==> config.mk <==
export PLATFORM = sky130hd
export DESIGN_NAME = seq_shift_add_multiplier
export DESIGN_NICKNAME = d
export VERILOG_FILES = /design/src/rtl/seq_shift_add_multiplier_pkg.sv /design/src/rtl/seq_shift_add_multiplier_datapath.sv /design/src/rtl/seq_shift_add_multiplier.sv
export SDC_FILE = /design/constraint.sdc
export NUM_CORES = 1
export LEC_CHECK = 0
export ABC_CLOCK_PERIOD_IN_PS = 3850
export BUFFER_PORTS_ARGS = -buffer_cell sky130_fd_sc_hd__buf_2
export CAP_MARGIN = 5
export CORE_UTILIZATION = 55
export DETAILED_ROUTE_END_ITERATION = 10
export PLACE_DENSITY = 0.76
export SLEW_MARGIN = 25
export SYNTH_ARGS = -nofsm -noshare
export SYNTH_HDL_FRONTEND = slang
export SYNTH_SLANG_ARGS = --single-unit
==> constraint.sdc <==
create_clock -name clk -period 3.85 [get_ports clk]
set_clock_uncertainty 0.2 [all_clocks]
set_input_delay 0.385 -clock clk [delete_from_list [all_inputs] [get_ports clk]]
set_output_delay 0.385 -clock clk [all_outputs]
set_load 0.01 [all_outputs]
==> src/rtl/seq_shift_add_multiplier_pkg.sv <==
// Shared types and helpers for the sequential shift-add multiplier.
package mult_pkg;

  typedef enum logic [1:0] {
    ST_IDLE = 2'd0,
    ST_RUN  = 2'd1,
    ST_DONE = 2'd2
  } state_e;

  // Bits needed to hold values 0..value-1.
  function automatic int clog2(input int value);
    int r;
    r = 0;
    for (int i = 0; i < 31; i++) begin
      if ((1 << i) < value) begin
        r = i + 1;
      end else begin
        r = r;
      end
    end
    return r;
  endfunction

endpackage

==> src/rtl/seq_shift_add_multiplier_datapath.sv <==
// Shift-add datapath: multiplicand/multiplier/accumulator registers and the adder.
// acc_next_o is the accumulator value including the current step's add.
module shift_add_datapath
  import mult_pkg::*;
#(
  parameter int WIDTH = 4
) (
  input  logic                 clk,
  input  logic                 rst,
  input  logic                 load_i,
  input  logic                 step_i,
  input  logic [WIDTH-1:0]     a_i,
  input  logic [WIDTH-1:0]     b_i,
  output logic [2*WIDTH-1:0]   acc_next_o,
  output logic                 mplier_zero_next_o
);

  logic [2*WIDTH-1:0] mcand_q, mcand_d;
  logic [2*WIDTH-1:0] acc_q, acc_d;
  logic [WIDTH-1:0]   mplier_q, mplier_d;

  // Product fits in 2*WIDTH bits, so the add needs no carry-out.
  always_comb begin
    acc_next_o         = mplier_q[0] ? (acc_q + mcand_q) : acc_q;
    mplier_zero_next_o = ((mplier_q >> 1) == {WIDTH{1'b0}});
    mcand_d            = mcand_q;
    mplier_d           = mplier_q;
    acc_d              = acc_q;
    if (load_i) begin
      mcand_d  = {{WIDTH{1'b0}}, a_i};
      mplier_d = b_i;
      acc_d    = {2*WIDTH{1'b0}};
    end else if (step_i) begin
      mcand_d  = mcand_q << 1;
      mplier_d = mplier_q >> 1;
      acc_d    = acc_next_o;
    end else begin
      acc_d    = acc_q;
    end
  end

  // Datapath registers.
  always_ff @(posedge clk or posedge rst) begin
    if (rst) begin
      mcand_q  <= {2*WIDTH{1'b0}};
      mplier_q <= {WIDTH{1'b0}};
      acc_q    <= {2*WIDTH{1'b0}};
    end else begin
      mcand_q  <= mcand_d;
      mplier_q <= mplier_d;
      acc_q    <= acc_d;
    end
  end

endmodule

==> src/rtl/seq_shift_add_multiplier.sv <==
// Sequential WIDTH x WIDTH unsigned multiplier with start/busy/done handshake.
// Optional macro MULT_EARLY_EXIT_EN ends RUN once the remaining multiplier bits are zero.
module seq_shift_add_multiplier
  import mult_pkg::*;
#(
  parameter int WIDTH = 4
) (
  input  logic                 clk,
  input  logic                 rst,
  input  logic                 start,
  input  logic [WIDTH-1:0]     A,
  input  logic [WIDTH-1:0]     B,
  output logic                 busy,
  output logic                 done,
  output logic [2*WIDTH-1:0]   y
);

  localparam int CNT_W = clog2(WIDTH + 1);
`ifdef MULT_EARLY_EXIT_EN
  localparam bit EARLY_EXIT = 1'b1;
`else
  localparam bit EARLY_EXIT = 1'b0;
`endif

  state_e             state_q, state_d;
  logic [CNT_W-1:0]   cnt_q, cnt_d;
  logic [2*WIDTH-1:0] y_q, y_d;
  logic               load_s, step_s, last_step_s;
  logic [2*WIDTH-1:0] acc_next_s;
  logic               mplier_zero_next_s;

  shift_add_datapath #(.WIDTH(WIDTH)) u_datapath (
    .clk                (clk),
    .rst                (rst),
    .load_i             (load_s),
    .step_i             (step_s),
    .a_i                (A),
    .b_i                (B),
    .acc_next_o         (acc_next_s),
    .mplier_zero_next_o (mplier_zero_next_s)
  );

  assign last_step_s = (cnt_q == CNT_W'(1)) || (EARLY_EXIT && mplier_zero_next_s);

  // Next-state, counter and product-capture logic.
  always_comb begin
    state_d = state_q;
    cnt_d   = cnt_q;
    y_d     = y_q;
    load_s  = 1'b0;
    step_s  = 1'b0;
    case (state_q)
      ST_IDLE: begin
        if (start) begin
          load_s  = 1'b1;
          cnt_d   = CNT_W'(WIDTH);
          state_d = ST_RUN;
        end else begin
          state_d = ST_IDLE;
        end
      end
      ST_RUN: begin
        step_s = 1'b1;
        cnt_d  = cnt_q - CNT_W'(1);
        if (last_step_s) begin
          y_d     = acc_next_s;
          state_d = ST_DONE;
        end else begin
          state_d = ST_RUN;
        end
      end
      ST_DONE: state_d = ST_IDLE;
      default: state_d = ST_IDLE;
    endcase
  end

  // Control and product registers.
  always_ff @(posedge clk or posedge rst) begin
    if (rst) begin
      state_q <= ST_IDLE;
      cnt_q   <= {CNT_W{1'b0}};
      y_q     <= {2*WIDTH{1'b0}};
    end else begin
      state_q <= state_d;
      cnt_q   <= cnt_d;
      y_q     <= y_d;
    end
  end

  assign busy = (state_q != ST_IDLE);
  assign done = (state_q == ST_DONE);
  assign y    = y_q;

endmodule
==> qor.yml <==
outcome:
  status: "finished, final reports clean"
cts:
  clock-root-buffer: "clkbuf_4"
  cts.sinks: 33
  cts_buffer_depth: 2
  clkTransAtPathRegs_ns: 0.10
  postCtsHoldBufs: 1
  cts_inserted_buffers: 5
  post_cts_buffers: 0
  htreeDepth: 2
  clkLatencyLatePin_ns: 0.33
  cts_tree: "built"
  cts_resized: 0
grt:
  grt_use_total: 0.241
  grt_max_degree: 34
  antenna_found_initial: 0
  grt_pass1_wl_microns: 6020
  grt_pass1_vias: 1356
  grt.overflow.total: 0
timing:
  finalCritPeriodShare: 0.614
  finalCriticalPeriod_ns: 2.36
  drv_slew: 0
  max_freq_mhz: 423
  hold_viol_final: 0
  setup-violations-final: 0
  worst_slack_ns: 1.49
  tns_ns: 0
  worst_slew_pin_slew_ns: 0.672
  rsz0062_at_grt: "no"
  max-slew-margin-rel: 0.551
placed_design:
  post-dp-hpwl_microns: 2520
  portBuffers: 20
  place_ws_ns: 1.52
  dp_cells: 231
  placed_cell_area_sq_um: 1890
  place_congestion: 0.790
yosys:
  syn_avg_cell_area_sq_um: 10.2
  synth_cells: 172
  synth-edff-count: 0
  syn_area_sq_um: 1750
  synthAdderAreaFrac: 0.0759
  synth-compound-area-share: 0.205
  synth_top_family_by_area: "compound AO/OA/AOI/OAI gates"
  syn_nets: 193
  synth_mux_area_frac: 0.0537
  ys_warn_count: 0
  synth-main-ff-cell: "dfrtp_1"
  ys_ff_latch: 33
  yosysSeqAreaShare: 0.472
  synth-simple-area-share: 0.127
  yosysUniqueCellTypes: 38
  async_flop_share: 1.00
  synth_xor_area_frac: 0.0251
drt:
  firstDrtPassIters: 4
  drtIter0Drc: 44
  finalWirelength_microns: 3500
  wire_per_inst_microns: 14.6
  ant_nets: 0
  drcViolationCount: 0
  vias: 1368
  via_per_inst: 5.72
finish:
  final_area_sq_um: 1950
  layout_common_cells: "dfrtp_1 (33), buf_2 (20), o21ai_0 (17), nand2_1 (15), a21oi_1 (11)"
  fin_cells: 239
  antenna-diode-count: 0
  drive_gt1_frac: 0.185
  syn_to_final_growth_pct: 11.7
  final_common_cell: "dfrtp_1"
  utilization: 0.645
  fin_nets: 216
critical_path:
  required_ns: 3.93
  arrival_ns: 2.44
  path_max_fanout: 17
  critPathKind: "flop to flop"
  endpoint_kind: "flop"
  startpoint_type: "flop"
floorplanning:
  io_pins: 21
  design.die.area_sq_um: 3410
  die_width_microns: 58.4
  rows: 20
  start_util: 0.577
  coreArea_sq_um: 3030
  die_h_microns: 58.4
power_and_ir_drop:
  vdd_drop_max_uv: 390
  leakagePower_nw: 0.922
  powerDensity_nw_per_um2: 746
job:
  drv_cap: 0
worst_hold_path:
  hp-class: "input port to flop"
==> path summary, 6_finish.rpt <==
kind	from	end	slack [ns]	cells past startpoint
worst min register to register	y[6]	y[6]	0.30	2
max in group asynchronous	rst	state_q[1]	2.69	4
min in group asynchronous	rst	u_datapath.mcand_q[2]	0.47	4
worst max register to register	state_q[0]	y[6]	1.49	7
worst max-delay path	state_q[0]	y[6]	1.49	7
worst min-delay path	B[1]	u_datapath.mplier_q[1]	0.15	3
==> cells by family (layout without fill, tap and decap cells) <==
group | Yosys count | in the layout
multiplexers | 9 | 9
AND/OR/NAND/NOR | 43 | 43
flip-flops | 33 | 33
adder cells (fa/ha/maj) | 10 | 10
XOR/XNOR | 5 | 5
buffers and inverters | 17 | 40
AO/OA/AOI/OAI | 55 | 55
==> cells in the mapped netlist (2+ instances only) <==
library cell / number / area [sq um]
a21o_1: 2 / 15.0
a21oi_1: 11 / 55.1
a22o_1: 4 / 35.0
a22oi_1: 7 / 52.6
a31oi_1: 2 / 12.5
a32o_1: 4 / 40.0
buf_4: 2 / 15.0
clkbuf_1: 5 / 18.8
dfrtp_1: 33 / 826
ha_1: 9 / 113
inv_1: 8 / 30.0
mux2_2: 2 / 22.5
mux2i_1: 6 / 60.1
nand2_1: 15 / 56.3
nand2b_1: 2 / 12.5
nand3_1: 2 / 10.0
nand3b_1: 2 / 15.0
nor2_1: 8 / 30.0
nor2b_1: 8 / 50.1
o21ai_0: 17 / 85.1
o21bai_1: 3 / 22.5
xnor2_1: 2 / 17.5
xor2_1: 3 / 26.3
==> critical path: stages, from the launching register on <==
cell	delay, ns
dfrtp_1	0.62
inv_2	0.08
nor2_1	0.11
buf_4	0.19
and3_1	0.59
nand3_1	0.14
mux2_1	0.31
nand2_1	0.06
==> report_power, final <==
part           switching (W)  internal, W  total [W]  leakage [nW]
combinational       0.000345     0.000287   0.000631         0.461
clock               0.000111    0.0000862   0.000197        0.0314
sequential          0.000139     0.000488   0.000627         0.429
==> metal layers <==
| layer | share of wire | global-route usage |
|---|---|---|
| met3 | 0.045 | 0.0593 |
| met5 | 0 | 0 |
| met2 | 0.48 | 0.386 |
| met1 | 0.43 | 0.298 |
| met4 | 0.036 | 0.143 |
==> metrics by stage <==
stage	power, W	hold slack (ns)
6_report	0.00146	0.150
4_1_cts	0.00146	0.133
2_1_floorplan	0.00108	0.250
5_1_grt	0.00158	0.137
3_3_place_gp	0.00123	0.264
3_5_place_dp	0.00126	0.282
==> final cells by class <==
type	instances	area, sq um
fillers	257	1080
multi-input cells	122	850
flip-flops and latches	33	826
repair buffers	24	133
clock buffers	7	55.1
well taps	44	55.1
inverters	9	33.8
==> flip-flops by register name (all words and copies together), names as in the netlist <==
signal,flops
u_datapath.mcand_q,8
u_datapath.mplier_q,4
y,8
cnt_q,3
state_q,2
u_datapath.acc_q,8
No activity file was read; power rests on OpenSTA's default activity.
